`config.mk`:
```
export PLATFORM = sky130hd
export DESIGN_NAME = clkgen_multi
export DESIGN_NICKNAME = d
export VERILOG_FILES = /design/src/rtl/clkgen_multi.sv
export SDC_FILE = /design/constraint.sdc
export NUM_CORES = 1
export LEC_CHECK = 0
export ABC_CLOCK_PERIOD_IN_PS = 4660
export CORE_UTILIZATION = 26
export CTS_CLUSTER_DIAMETER = 50
export DETAILED_ROUTE_END_ITERATION = 8
export GPL_TIMING_DRIVEN = 0
export PLACE_DENSITY = 0.42
export SYNTH_ARGS = -nofsm -noshare
export SYNTH_HDL_FRONTEND = slang
export SYNTH_SLANG_ARGS = --single-unit
```
`constraint.sdc`:
```
create_clock -name clk -period 4.66 [get_ports clk]
set_clock_uncertainty 0.15 [all_clocks]
set_input_delay 0.466 -clock clk [delete_from_list [all_inputs] [get_ports clk]]
set_output_delay 0.466 -clock clk [all_outputs]
set_load 0.02 [all_outputs]
```
`src/rtl/clkgen_multi.sv`:
```
`default_nettype none
// ============================================================================
// Module   : clkgen_multi
// Purpose  : Multi-channel integer clock divider with settle/lock sequencing
//            and per-channel reset release timed on each channel's own
//            rising edges.
// Revision : 1.0 - initial release
// ============================================================================
module clkgen_multi #(
    parameter int NUM_CH      = 2,
    parameter int DIV_W       = 8,
    parameter int DEFAULT_DIV = 2,
    parameter int LOCK_CYCLES = 16,
    parameter int RST_STAGES  = 2
) (
    input  logic                    clk,
    input  logic                    resetn,
    input  logic                    en,
    input  logic [NUM_CH*DIV_W-1:0] div_ratio,
    input  logic                    div_load,
    output logic [NUM_CH-1:0]       clk_out,
    output logic [NUM_CH-1:0]       ch_rstn,
    output logic                    locked,
    output logic                    busy
);

    localparam logic [1:0] c_IDLE   = 2'd0;
    localparam logic [1:0] c_SETTLE = 2'd1;
    localparam logic [1:0] c_LOCKED = 2'd2;

    localparam int                 c_SET_W    = (LOCK_CYCLES > 1) ? $clog2(LOCK_CYCLES) : 1;
    localparam logic [c_SET_W-1:0] c_SET_LAST = c_SET_W'(LOCK_CYCLES - 1);

    logic [1:0]         r_state;
    logic [1:0]         w_state_nxt;
    logic [c_SET_W-1:0] r_settle_cnt;
    logic               r_locked;
    logic               r_busy;
    logic               w_restart;
    logic               w_run;
    logic               w_keep_locked;

    // Restart requests, next-state selection and per-edge qualifiers.
    always_comb begin
        w_restart     = en && ((r_state == c_IDLE) || div_load);
        w_state_nxt   = r_state;
        if (!en) begin
            w_state_nxt = c_IDLE;
        end else if (w_restart) begin
            w_state_nxt = c_SETTLE;
        end else if ((r_state == c_SETTLE) && (r_settle_cnt == c_SET_LAST)) begin
            w_state_nxt = c_LOCKED;
        end else if ((r_state != c_SETTLE) && (r_state != c_LOCKED)) begin
            w_state_nxt = c_IDLE;
        end
        // Dividers advance only while enabled in SETTLE or LOCKED.
        w_run         = en && ((r_state == c_SETTLE) || (r_state == c_LOCKED));
        // Reset sequencing advances only on edges that stay in LOCKED.
        w_keep_locked = (r_state == c_LOCKED) && (w_state_nxt == c_LOCKED);
    end

    // State register plus registered lock/busy flags tracking the new state.
    always_ff @(posedge clk or negedge resetn) begin
        if (!resetn) begin
            r_state  <= c_IDLE;
            r_locked <= 1'b0;
            r_busy   <= 1'b0;
        end else begin
            r_state  <= w_state_nxt;
            r_locked <= (w_state_nxt == c_LOCKED);
            r_busy   <= (w_state_nxt == c_SETTLE);
        end
    end

    // Settle counter: cleared on restart or outside SETTLE, counts otherwise.
    always_ff @(posedge clk or negedge resetn) begin
        if (!resetn) begin
            r_settle_cnt <= '0;
        end else if (w_restart || (w_state_nxt != c_SETTLE)) begin
            r_settle_cnt <= '0;
        end else begin
            r_settle_cnt <= r_settle_cnt + c_SET_W'(1);
        end
    end

    assign locked = r_locked;
    assign busy   = r_busy;

    generate
        for (genvar i = 0; i < NUM_CH; i++) begin : g_ch
            logic [DIV_W-1:0]      r_ratio;
            logic [DIV_W-1:0]      r_cnt;
            logic                  r_out;
            logic [RST_STAGES-1:0] r_sh;
            logic [DIV_W-1:0]      w_d;
            logic [DIV_W-1:0]      w_h;
            logic [DIV_W-1:0]      w_cnt_nxt;
            logic                  w_wrap;
            logic                  w_rise;

            // Effective ratio (0/1 clamp to 2), high time and next count.
            always_comb begin
                w_d       = (r_ratio < DIV_W'(2)) ? DIV_W'(2) : r_ratio;
                w_h       = (w_d >> 1) + {{(DIV_W-1){1'b0}}, w_d[0]};
                w_wrap    = (r_cnt == (w_d - DIV_W'(1)));
                w_cnt_nxt = w_wrap ? '0 : (r_cnt + DIV_W'(1));
                w_rise    = w_run && w_wrap;
            end

            // Ratio register: latched on any div_load strobe, any state.
            always_ff @(posedge clk or negedge resetn) begin
                if (!resetn) begin
                    r_ratio <= DIV_W'(DEFAULT_DIV);
                end else if (div_load) begin
                    r_ratio <= div_ratio[i*DIV_W +: DIV_W];
                end
            end

            // Divider: restart forces phase zero high; idle holds everything low.
            always_ff @(posedge clk or negedge resetn) begin
                if (!resetn) begin
                    r_cnt <= '0;
                    r_out <= 1'b0;
                end else if (w_restart) begin
                    r_cnt <= '0;
                    r_out <= 1'b1;
                end else if (w_run) begin
                    r_cnt <= w_cnt_nxt;
                    r_out <= (w_cnt_nxt < w_h);
                end else begin
                    r_cnt <= '0;
                    r_out <= 1'b0;
                end
            end

            // Reset release shifter: ones enter on rise events while locked.
            always_ff @(posedge clk or negedge resetn) begin
                if (!resetn) begin
                    r_sh <= '0;
                end else if (!w_keep_locked) begin
                    r_sh <= '0;
                end else if (w_rise) begin
                    r_sh <= (r_sh << 1) | RST_STAGES'(1);
                end
            end

            assign clk_out[i] = r_out;
            assign ch_rstn[i] = r_sh[RST_STAGES-1];
        end
    endgenerate

endmodule
`default_nettype wire

```
### Word-level counts from Yosys, hierarchy flattened

Cells that the tools add are included.

| storage, ports and cells | value |
|---|---|
| register bits after elaboration | 46 |
| word-level logic and storage cells | 67 |

| operators by class | value |
|---|---|
| add/subtract/negate cells | 7 |
| $lt $le $gt $ge | 4 |
| equal/unequal tests | 12 |
| mux-type cells | 21 |
| reduce and logical (&&, ||, !) cells | 11 |

Operator list:

| cell | number |
|---|---|
| two-way mux 8 bit | 8 |
| adder 7 x 1 -> 8 bit | 2 |
| adder 8 x 1 -> 8 bit, second input constant | 2 |
| equality test 8 bit | 2 |
| < comparator 8 x 2 -> 1 bit, second input constant | 2 |
| < comparator 8 bit | 2 |
| two-way mux 2 bit | 8 |
| subtractor 8 x 1 -> 8 bit, second input constant | 2 |
| != test 2 x 1 -> 1 bit, second input constant | 4 |
| logical AND 1 bit | 7 |
| adder 4 x 1 -> 4 bit, second input constant | 1 |
| equality test 2 x 1 -> 1 bit, second input constant | 2 |
| equality test 2 bit, second input constant | 2 |
| equality test 4 bit, second input constant | 1 |
| two-way mux 1 bit | 4 |
| two-way mux 4 bit | 1 |
| logical OR 1 bit | 3 |
| zero test 2 bit | 1 |
| != test 2 bit, second input constant | 1 |

### Longest topological paths before layout

Gate-level depths: netlist of run 1.

| depth | value |
|---|---|
| depth after elaboration | 9 |
| mapped depth | 19 |
| mapped depth without buffers | 17 |

### Worst setup path after synthesis of run 1

OpenSTA, ideal clock, no wires.

| path | value |
|---|---|
| path kind | register -> register |
| start point | register g_ch[1].r_ratio[2] |
| end point | register g_ch[1].r_out |
| setup time | 124 ps |
| arrival time | 3790 ps |
| data required time | 4386 ps |
| path slack | 596 ps |
| cell stages (with the launch flop) | 18 |
| path buffers | 1 |
| period minus slack after synthesis | 4064 ps |
| cells stage by stage | dfrtp_1 buf_6 nor4_4 nand2_1 o21ai_0 ha_1 xor2_1 o21ai_0 nor4_2 o21ai_2 nor3_1 nor2_1 ha_1 o21ai_0 nand2b_1 a21oi_1 or3_1 o31a_1 |

| on the way | value |
|---|---|
| cells in the longest elaborated chain, start to end | 8 |

Ends and longest elaborated chain:

| what | line | RTL |
|---|---|---|
| from (decl) | 91 | `logic [DIV_W-1:0] r_ratio;` |
| from (signal assigned) | 113 | `r_ratio <= DIV_W'(DEFAULT_DIV);` |
| from (signal assigned) | 115 | `r_ratio <= div_ratio[i*DIV_W +: DIV_W];` |
| < comparator 8 x 2 -> 1 bit | 103 | `w_d = (r_ratio < DIV_W'(2)) ? DIV_W'(2) : r_ratio;` |
| two-way mux 8 bit * | 103 |  |
| subtractor 8 x 1 -> 8 bit | 105 | `w_wrap = (r_cnt == (w_d - DIV_W'(1)));` |
| equality test 8 bit | 105 |  |
| two-way mux 8 bit | 106 | `w_cnt_nxt = w_wrap ? '0 : (r_cnt + DIV_W'(1));` |
| < comparator 8 bit * | 129 | `r_out <= (w_cnt_nxt < w_h);` |
| two-way mux 1 bit * | 127 | `end else if (w_run) begin` |
| two-way mux 1 bit * | 124 | `end else if (w_restart) begin` |
| to (signal assigned) | 129 |  |
| to (decl) | 93 | `logic r_out;` |

Every way passes the cells marked *; elsewhere a longest branch is shown, timed or not.
A chain may end at the register's enable or synchronous reset.

### Worst setup path in the final report of run 1

| path | value |
|---|---|
| start point | register g_ch[1].r_ratio[5] |
| end point | register g_ch[1].r_out |

Same word-level chain as after synthesis.

==> impl_metrics.toml, run 1 <==
[worst_setup_path]
cp-end-kind = "register"
critPathRequiredTime_ps = 4680
cp_max_fo = 8
cp-start-kind = "register"
r2r_cells = 19
worstPathArrival_ps = 4270
worstSetupPathType = "reg2reg"

[final_layout]
area_growth_syn_to_layout_pct = 20.7
drive_gt1_share_pct = 13.5
register_area_um2 = 1150
nets = 432
final_cells = 554
n_fill_cell = 1295
multi_input_area_um2 = 1930
antennaDiodeCount = 0

[die]
start_util_pct = 27.0
num_rows = 40
pin_count = 26
core-area_um2 = 12100
die_area_um2 = 13000
fp.dieW_um = 114
dieHeight_um = 114

[clock_network]
cts.sinks = 46
cts.htree.levels = 2
clock_latency_ps = 290
clk_path_buf_depth = 2
clk_pin_slew_ps = 70
numCtsBuffers = 5
root_buffer = "clkbuf_16"
cts_tree = "built"

[power_and_ir_drop]
ir_drop_v = 0.000118
pwr_density_cell_nw_per_um2 = 278
clkPwrFrac_pct = 39.6
switchingPower_mw = 0.303
p_sw_share_pct = 27.7
p_comb_share_pct = 20.8
power.leakage_nw = 1.70
internal_power_mw = 0.791
sequentialPowerShare_pct = 39.6

[global_route]
grt-ovfl-total = 0
grt_pass1_vias = 2591
antenna_found_initial = 0
grt_pass1_wl_um = 12800
grt_use_total_pct = 12.6
grt_max_degree = 25

[synth]
async_reset_ff_share_pct = 100
yosys_warnings = 0
ys_seq_elements = 46
synth_flop_cell = "dfrtp_1"
syn-instance-count = 350
synth.distinct_cells = 57
synth_edf_count = 0
synth_area_um2 = 3260
syn-num-nets = 397
yosysSeqAreaShare_pct = 35.3
syn_area_per_cell_um2 = 9.33

[routing]
final_antenna_net_count = 0
dr_total_vias = 2489
route.detailed.drc = 0
avgViaCountPerCell = 4.49
drt-total-wl_um = 7640
detail_route.wl_per_cell_um = 13.8
dr.pass1.iters = 4
drtIter0Drc = 128

[timing]
finalMaxSlewViolations = 0
finalHoldViolCount = 0
fin_crit_ps = 4260
setup_violations = 0
worstMarginPinSlew_ps = 646
rsz0062_at_grt = "false"
slew_headroom_pct = 57.0
fin_crit_sh_pct = 91.4
fmax_ghz = 0.235
tns_ps = 0
setup_ws_ps = 403

[placement]
numPortBuffers = 25
place.gp.congestion = 0.779
dp_hpwl_um = 5960
place_inst = 544
dpl_worst_slack_ps = -246

[hold_path]
hold_path_class = "in2async"

[run_status]
outcome = "finished clean"

[flow_run]
cap_violations = 0
-- power groups by stage --
stage | Sequential (mW) | Clock (mW) | Combinational (mW)
2_1_floorplan | 0.437 | 0 | 0.156
3_3_place_gp | 0.441 | 0 | 0.222
3_5_place_dp | 0.441 | 0 | 0.228
5_1_grt | 0.437 | 0.459 | 0.256
6_report | 0.433 | 0.433 | 0.227
4_1_cts | 0.434 | 0.444 | 0.230
-- timing repair --
item | 4_1_cts | 5_1_grt
buffers inserted | 0 | 2
pin swaps | 0 | 2
hold buffers | 0 | 0
resized for setup | 2 | 2
endpoints found under the hold margin | 0 | 0
setup endpoints to repair | 1 | 1
-- per-layer routing --
metal / up-vias / GRT usage, % / wire length (um)
li1: 1279 / - / -
met5: - / 0 / 0
met4: 0 / 3.20 / 83
met3: 9 / 2.12 / 197
met1: 1179 / 15.8 / 3530
met2: 22 / 22.3 / 3820
-- final cells by class --
type / instances / area share [%]
inverters: 18 / 1.71
clock inverters: 1 / 0.762
repair buffers: 28 / 7.11
flip-flops and latches: 46 / 29.3
clock buffers: 7 / 3.62
plain buffers: 20 / 3.21
multi-input cells: 266 / 49.0
well taps: 168 / 5.34
-- metrics by stage --
step	area, um2	power [mW]	utilization, %	hold slack, ps
2_1_floorplan	3260	0.593	-	20.4
6_report	3940	1.09	32.5	8.98
4_1_cts	3920	1.11	32.4	31.4
3_3_place_gp	3720	0.663	30.8	300
3_5_place_dp	3740	0.669	30.9	301
5_1_grt	3940	1.15	32.5	64.5
-- critical path, stage by stage (launching register included) --
cell and delay (ps):
dfrtp_1 360, buf_4 160, nor4_4 430, buf_4 190, a21o_1 140, inv_1 50, ha_1 300, xor2_1 150
o21ai_0 110, nor4_2 310, o21ai_2 190, nor3_4 310, nor2_1 90, ha_1 270, o21ai_0 70, nand2b_1 70
a21oi_1 70, or3_1 370, o22a_1 190, o31a_1 110
-- path summary, 6_finish.rpt --
kind,end,start,slack [ps]
worst max-delay path,g_ch[1].r_out,g_ch[1].r_ratio[5],400
worst min-delay path,r_settle_cnt[0],resetn,9
worst max register to register,g_ch[1].r_out,g_ch[1].r_ratio[5],400
worst min register to register,r_settle_cnt[0],r_settle_cnt[0],310
max in group asynchronous,g_ch[0].r_ratio[1],resetn,3750
min in group clk,r_settle_cnt[0],r_settle_cnt[0],310
-- Yosys cell counts, drive strengths merged (2+ instances only) --
library cell	n	area (um2)
nand3	14	70.1
mux2	13	146
and3	7	43.8
a21oi	10	53.8
nand4	5	31.3
inv	18	67.6
o31ai	3	36.3
nand2	17	63.8
or3	5	36.3
dfstp	2	52.6
a21o	3	22.5
nand2b	5	31.3
nor4b	2	17.5
or4	2	15.0
nor2b	10	62.6
a21boi	3	22.5
a31oi	3	18.8
xnor2	16	140
dfrtp	44	1100
clkbuf	9	33.8
nor4	5	52.6
xor2	22	193
and2	2	12.5
nor3	6	30.0
nor2	45	169
buf	11	92.6
a22oi	2	15.0
o21ai	15	82.6
ha	27	338
a211oi	3	22.5
or2	3	18.8
-- sequential cells by signal, summed over array words and instances, names as in the netlist --
register	flops
r_state	2
busy	1
locked	1
g_ch.r_cnt	16
g_ch.r_out	2
g_ch.r_sh	4
g_ch.r_ratio	16
r_settle_cnt	4
-- cell families (layout without fill, tap and decap cells) --
group	Yosys count	count (layout)	share of synthesized area, %
and+or+nand+nor	133	133	21.4
AOI/OAI and AO/OA	54	54	12.0
DFF	46	46	35.3
xor gates and xnor gates	38	38	10.2
buffers and inverters	38	74	5.94
adders and majority gates	28	28	10.7
muxes	13	13	4.48
-- cells in the final DEF (no fill, tap or decap), drive strengths merged, types with 5 or more instances in the layout --
| cell type | instances |
|---|---|
| nor2 | 45 |
| dfrtp | 44 |
| ha | 27 |
| clkdlybuf4s50 | 24 |
| xor2 | 22 |
| inv | 18 |
| nand2 | 17 |
| xnor2 | 16 |
| clkbuf | 16 |
| o21ai | 15 |
| buf | 15 |
| nand3 | 14 |
| mux2 | 13 |
| nor2b | 10 |
| a21oi | 10 |
| and3 | 7 |
| nor3 | 6 |
| nand2b | 5 |
| nand4 | 5 |
| or3 | 5 |
| nor4 | 5 |
No activity file was read; power rests on OpenSTA's default activity.
==> run 2: changes to the inputs <==
==> constraint.sdc (replaced) <==
create_clock -name clk -period 4.66 [get_ports clk]
set_clock_uncertainty 0.15 [all_clocks]
set_input_delay 1.165 -clock clk [delete_from_list [all_inputs] [get_ports clk]]
set_output_delay 1.165 -clock clk [all_outputs]
set_load 0.02 [all_outputs]
==> results of run 2 <==
Same layout as run 1 (identical final DEF). Status: finished clean.
Among the figures that moved: hold slack 8.98 ps -> 315 ps
